$ cat src/rtl/counter.sv
// Enable-gated up-counter with a configurable modulus and an asynchronous active-low clear.
// cout runs 0..MODULUS-1 and wraps to 0; it is driven straight from a register.
module counter #(
    parameter int              WIDTH   = 4,
    parameter longint unsigned MODULUS = 64'd1 << WIDTH
) (
    input  logic             clk,
    input  logic             rst,
    input  logic             enable,
    output logic [WIDTH-1:0] cout
);

    // Modulus held at WIDTH+1 bits so MODULUS = 2**WIDTH is representable.
    localparam logic [WIDTH:0] MOD_W = MODULUS[WIDTH:0];

    logic [WIDTH-1:0] cout_q;
    logic [WIDTH-1:0] cout_d;
    logic [WIDTH:0]   incr;

    always_comb begin
        incr   = {1'b0, cout_q} + {{WIDTH{1'b0}}, 1'b1};
        cout_d = cout_q;
        if (enable) begin
            cout_d = (incr == MOD_W) ? '0 : incr[WIDTH-1:0];
        end
    end

    always_ff @(posedge clk or negedge rst) begin
        if (!rst) begin
            cout_q <= '0;
        end else begin
            cout_q <= cout_d;
        end
    end

    assign cout = cout_q;

endmodule

$ cat config.mk
export PLATFORM = sky130hd
export DESIGN_NAME = counter
export DESIGN_NICKNAME = d
export VERILOG_FILES = /design/src/rtl/counter.sv
export SDC_FILE = /design/constraint.sdc
export NUM_CORES = 1
export LEC_CHECK = 0
export ABC_AREA = 1
export CORE_AREA = 2 2 39 41
export CTS_BUF_LIST = sky130_fd_sc_hd__clkbuf_4
export DETAILED_ROUTE_END_ITERATION = 10
export DIE_AREA = 0 0 41 43
export DONT_BUFFER_PORTS = 1
export HOLD_SLACK_MARGIN = 0.03
export RECOVER_POWER = 50
export SYNTH_ARGS = -nofsm -noshare
export SYNTH_HDL_FRONTEND = slang
export SYNTH_SLANG_ARGS = --single-unit
$ cat constraint.sdc
create_clock -name clk -period 1.1 [get_ports clk]
set_input_delay 0.11 -clock clk [delete_from_list [all_inputs] [get_ports clk]]
set_output_delay 0.11 -clock clk [all_outputs]
set_load 0.02 [all_outputs]
==> results.yml, run 1 <==
global_routing:
  grt_pass1_wl_um: 545
  number_of_antenna_violations_at_the_first_check_in_global_routing: 0
  largest_net_degree_at_the_start_of_global_routing: 5
  grt.met2_usage_pct: 4.688
  via_count_of_the_first_global_routing_pass: 138
  grtUsageMet3_pct: 9.948
  grt.met1_usage_pct: 5.519
  globalRoute.totalOverflow: 0
  grt_use_total_pct: 5.438
  busiest_layer: "met3"
clock_tree:
  clock_latency_ns: 0.23
  cts_max_path_buffers: 2
  tritoncts: "yes"
  tritoncts_num_sinks: 4
  clockRootBuffer: "sky130_fd_sc_hd__clkbuf_4"
  cts-buffers-inserted: 3
  clk_pin_slew_worst_paths_ns: 0.04
  cts.htree.levels: 1
  cts.repair.resized: 0
  cts_post_setup_buffers_inserted: 0
synthesis:
  synth_warnings: 0
  synthesis.area_per_instance_sq_um: 9.351
  postSynthRegisterBits: 4
  netlist_instances: 19
  portion_of_the_post_synthesis_area_used_by_sequential_elements_pct: 56.34
  synth_net_count: 23
  post_synth_num_cell_types: 8
  synth.cell_area_sq_um: 177.7
timing:
  timing_max_transition_violations_final: 0
  min_period_ns: 0.9257
  final.setup.worst_slack_ns: 0.1743
  worst_pin_slew_ns: 0.2066
  hold-worst-slack_ns: 0.05790
  period_share_pct: 84.15
  worst_slew_margin_rel_pct: 86.18
  final_hold_viol_count: 0
  setup_viol: 0
  tns_ns: 0
  rsz0062_at_grt: "false"
  max_clock_freq_ghz: 1.080
  clock_skew_ns: 0.006382
floorplan:
  ios: 7
  chipWidth_um: 41
  initial_util_pct: 12.84
  die_area_sq_um: 1763
  placementRows: 14
  core_area_sq_um: 1384
  dieHeight_um: 43
critical_path:
  critical_path.startpoint_type: "flip-flop"
  worstReg2RegEnd: "cout[2]"
  cp_max_fo: 2
  path_class: "flip-flop to flip-flop"
  crit_start: "cout[0]"
  critical_path.endpoint_type: "flip-flop"
  worstPathRequired_ns: 1.23
  critPathArrivalTime_ns: 1.05
  setup.reg_to_reg.worst_slack_ns: 0.17
  rr_worst_depth: 4
  endpoint: "cout[2]"
  crit-reg2reg-launch: "cout[0]"
placed_design:
  hpwlAfterDp_um: 266.7
  placedCellCount: 39
  placement.setup.worst_slack_ns: 0.1742
  gp_congestion: 0.7009
  placement.io_buffers: 0
layout:
  stdcell_count: 44
  area.sequential_sq_um: 100.1
  filler_cell_count: 152
  layout-drive-gt1-share_pct: 25.00
  multi_input_combinational_cell_area_sq_um: 66.31
  largest_reg_flops: 4
  synthToLayoutAreaGrowth_pct: 50.70
  final_util_pct: 19.35
  n_antenna_cell: 0
  final_layout_net_count: 34
power_and_ir_drop:
  power_density_nw_per_um2: 3111
  total_leakage_power_nw: 0.1328
  irDropWorstVdd_v: 0.0009721
route:
  drt-vias-per-instance: 3.386
  drt.antenna.violating_nets: 0
  drc_errors_left: 0
  starting_drt_drc_count: 3
  detailroute.via_count: 149
  dr.pass1.iters: 2
  wl_per_cell_um: 7.568
  routed_wirelength_um: 333
run:
  max_cap_viol_count: 0
min_path:
  holdCritPathClass: "input pin to flip-flop"
outcome:
  run_status: "finished, final reports clean"
layout by cell type (no fill, tap or decap), drive strengths merged:
| cell | n |
|---|---|
| nor3 | 1 |
| dlygate4sd3 | 2 |
| nand2 | 4 |
| xor2 | 2 |
| o21ai | 1 |
| dfrtp | 4 |
| inv | 3 |
| ha | 1 |
| nor2 | 3 |
| buf | 3 |
| clkbuf | 4 |
worst max-delay path, cell delays in order, from the launching register on:
cell and delay (ns):
sky130_fd_sc_hd__dfrtp_1 0.38, sky130_fd_sc_hd__ha_1 0.20, sky130_fd_sc_hd__nand2_1 0.06, sky130_fd_sc_hd__xor2_1 0.14
sky130_fd_sc_hd__inv_1 0.05
routing by layer:
| metal | routed length (um) | vias up |
|---|---|---|
| met3 | 79 | 0 |
| met5 | 0 | - |
| met2 | 97 | 10 |
| met4 | 0 | 0 |
| met1 | 156 | 59 |
| li1 | - | 80 |
layout make-up:
type,instances,area share [%]
inverters,3,4.206
clock buffers,3,8.411
flip-flops and latches,4,37.38
multi-input cells,12,24.77
repair buffers,6,17.76
well taps,16,7.477
cell usage after synthesis, drive strengths merged:
library cell	number	area share (%)
dfrtp	4	56
nand2	4	8.4
inv	3	6.3
nor2	3	6.3
xor2	2	9.9
ha	1	7.0
nor3	1	2.8
o21ai	1	2.8
cell families after synthesis:
logic type	after synthesis	synth area share [%]
flip-flops	4	56.34
AND/OR/NAND/NOR	8	17.60
adder cells (fa/ha/maj)	1	7.041
buffers and inverters	3	6.338
AO/OA/AOI/OAI	1	2.814
XOR/XNOR	2	9.861
power by group:
part / internal, mW / leakage (nW) / switching, mW
Sequential: 0.225 / 0.0469 / 0.0526
Clock: 0.122 / 0.0138 / 0.0575
Combinational: 0.155 / 0.0720 / 0.221
Total: 0.502 / 0.133 / 0.332
what timing repair did:
action | CTS | global route
hold buffers | 2 | 0
hold endpoints to repair | 6 | 0
setup endpoints to repair | 0 | 0
how the worst min path moves through the flow:
stage	start	endpoint	slack [ns]	cells after the start
after floorplan	rst	cout[0]	-0.19	0
after global placement	rst	cout[3]	-0.19	0
after detailed placement	rst	cout[2]	-0.19	0
after CTS	enable	cout[2]	0.05	3
after global routing	enable	cout[2]	0.09	3
final	enable	cout[2]	0.06	3
per-stage QoR:
step | total power, mW | instance area [sq um]
finish | 0.8331 | 267.8
global route | 0.9085 | 267.8
CTS | 0.8602 | 270.3
detailed placement | 0.6643 | 227.7
global placement | 0.6482 | 227.7
floorplan | 0.5086 | 177.7
Note: power is estimated with default switching activity, not from simulation.
==> run 2: changes to the inputs <==
ABC_AREA = 0   (was 1)
clock period = 0.85 ns   (was 1.1 ns; I/O delays follow)
==> results.yml, run 2 <==
synthesis:
  synth.cells.most_frequent: "4 x sky130_fd_sc_hd__dfrtp_1, 2 x sky130_fd_sc_hd__xnor2_1"
  synth_net_count: 15
  yosys.area.top_type: "sky130_fd_sc_hd__dfrtp_1"
  post_synth_num_cell_types: 7
  portion_of_the_post_synthesis_area_used_by_sequential_elements_pct: 62.50
  number_of_flops_mapped_to_enable_cells_by_yosys: 0
  synth.cell_area_sq_um: 160.2
  postSynth.asyncResetShare_pct: 100.0
  ys.flop_type: "sky130_fd_sc_hd__dfrtp_1"
  synth_warnings: 0
  synthesis.area_per_instance_sq_um: 14.56
  synthMostInstantiatedCell: "sky130_fd_sc_hd__dfrtp_1"
  postSynthRegisterBits: 4
  synth_largest_type_area_fraction_pct: 62.50
  netlist_instances: 11
  cells_taking_the_most_area_after_synthesis: "sky130_fd_sc_hd__dfrtp_1 63%, sky130_fd_sc_hd__xnor2_1 11%, sky130_fd_sc_hd__ha_1 7.8%"
route:
  routed_wirelength_um: 439
  drc_errors_left: 0
  wl_per_cell_um: 11.86
  drt.antenna.violating_nets: 0
  dr.pass1.iters: 1
  drt-vias-per-instance: 3.595
  starting_drt_drc_count: 0
  detailroute.via_count: 133
critical_path:
  critPathArrivalTime_ns: 1.14
  critical_path.endpoint_type: "flip-flop"
  worstPathRequired_ns: 0.98
  critical_path.startpoint_type: "flip-flop"
  cp_max_fo: 2
  path_class: "flip-flop to flip-flop"
global_routing:
  busiest_layer: "met4"
  largest_net_degree_at_the_start_of_global_routing: 5
  via_count_of_the_first_global_routing_pass: 158
  number_of_antenna_violations_at_the_first_check_in_global_routing: 0
  grt_pass1_wl_um: 676
  grt.met1_usage_pct: 3.871
  grtUsageMet3_pct: 6.806
  grt.met2_usage_pct: 9.063
  grt_use_total_pct: 6.935
  globalRoute.totalOverflow: 0
timing:
  timing_max_transition_violations_final: 0
  clock_skew_ns: 0.008100
  min_period_ns: 1.011
  tns_ns: -0.4528
  setup_viol: 6
  hold-worst-slack_ns: -0.06620
  final.setup.worst_slack_ns: -0.1615
  max_clock_freq_ghz: 0.9887
  rsz0062_at_grt: "true"
  worst_slew_margin_rel_pct: 86.86
  period_share_pct: 119.0
  worst_pin_slew_ns: 0.1965
  final_hold_viol_count: 3
clock_tree:
  tritoncts: "yes"
  clock_latency_ns: 0.24
  cts_max_path_buffers: 2
  clk_pin_slew_worst_paths_ns: 0.04
  tritoncts_num_sinks: 4
  cts_hold_buffers: 1
  cts-buffers-inserted: 3
  cts.htree.levels: 1
  clockRootBuffer: "sky130_fd_sc_hd__clkbuf_4"
layout:
  layout_commonest_cell: "sky130_fd_sc_hd__clkbuf_4"
  final_layout_net_count: 26
  largest_reg_flops: 4
  n_antenna_cell: 0
  post-route-cell-area_sq_um: 304.0
  synthToLayoutAreaGrowth_pct: 89.84
  stdcell_count: 37
  layout-drive-gt1-share_pct: 76.19
  layout.cells.most_common_list: "4 x sky130_fd_sc_hd__clkbuf_4, 3 x sky130_fd_sc_hd__dfrtp_2, 3 x sky130_fd_sc_hd__buf_6"
min_path:
  holdCritPathClass: "input pin to flip-flop"
floorplan:
  dieHeight_um: 43
  placementRows: 14
  die_area_sq_um: 1763
  core_area_sq_um: 1384
  initial_util_pct: 11.57
  chipWidth_um: 41
  ios: 7
outcome:
  run_status: "finished with violations"
  violations_in_the_final_reports: "hold timing, setup timing"
placed_design:
  postPlaceCellArea_sq_um: 229.0
  placedCellCount: 31
  gp_congestion: 0.4359
  placement.io_buffers: 0
power_and_ir_drop:
  overall_power_consumption_mw: 1.419
  irDropWorstVdd_v: 0.0006285
  total_leakage_power_nw: 0.1352
  power_density_nw_per_um2: 4667
run:
  max_cap_viol_count: 0
[run 2: critical path: stages, from the launching register on]
cell	delay, ns
sky130_fd_sc_hd__dfrtp_2	0.42
sky130_fd_sc_hd__ha_4	0.24
sky130_fd_sc_hd__mux2_4	0.25
[run 2: path summary, 6_finish.rpt]
kind | to | from | cells after the start | slack, ns
max in group asynchronous | cout[0] | rst | 1 | 0.54
hold / removal | cout[0] | enable | 1 | -0.07
setup / recovery | cout[1] | cout[0] | 2 | -0.16
setup reg to reg | cout[1] | cout[0] | 2 | -0.16
hold reg to reg | cout[2] | cout[2] | 1 | 0.52
min in group asynchronous | cout[2] | rst | 1 | 0.11
[run 2: layout make-up]
cell class | count | area, sq um
clock buffer | 4 | 30.03
fill | 154 | 1080
multi-input combinational | 7 | 91.34
sequential | 4 | 103.9
tap | 16 | 20.02
timing repair buffer | 6 | 58.81
[run 2: logic make-up after synthesis]
logic type	after synthesis	share of synthesized area, %
fa+ha+maj	1	7.811
simple gates	2	6.250
xor+xnor	3	16.41
mux	1	7.031
flops	4	62.50
[run 2: metal layers]
layer | up-vias | share of wire [%] | routed length (um)
met2 | 9 | 46 | 204
met3 | 4 | 19 | 83
met5 | - | 0 | 0
met1 | 64 | 28 | 123
li1 | 56 | - | -
met4 | 0 | 6.2 | 27
[run 2: repair_timing]
action                                  4_1_cts  5_1_grt
gates resized for setup                       4        2
pin swaps                                     1        0
hold endpoints to repair                      7        3
endpoints found under the setup margin        7        8
setup buffers                                 0        1
[run 2: stage by stage]
step / utilization [%] / setup WS, ns
final: 21.97 / -0.1615
after floorplan: - / -0.2196
after global placement: 16.55 / -0.1493
after global routing: 21.97 / -0.1674
after CTS: 20.52 / -0.1657
after detailed placement: 16.55 / -0.1687
[run 2: power by group]
| group | total [mW] | internal, mW | switching (mW) |
|---|---|---|---|
| Sequential | 0.425 | 0.309 | 0.116 |
| Combinational | 0.693 | 0.395 | 0.298 |
| Clock | 0.302 | 0.209 | 0.0927 |
| Total | 1.42 | 0.913 | 0.506 |
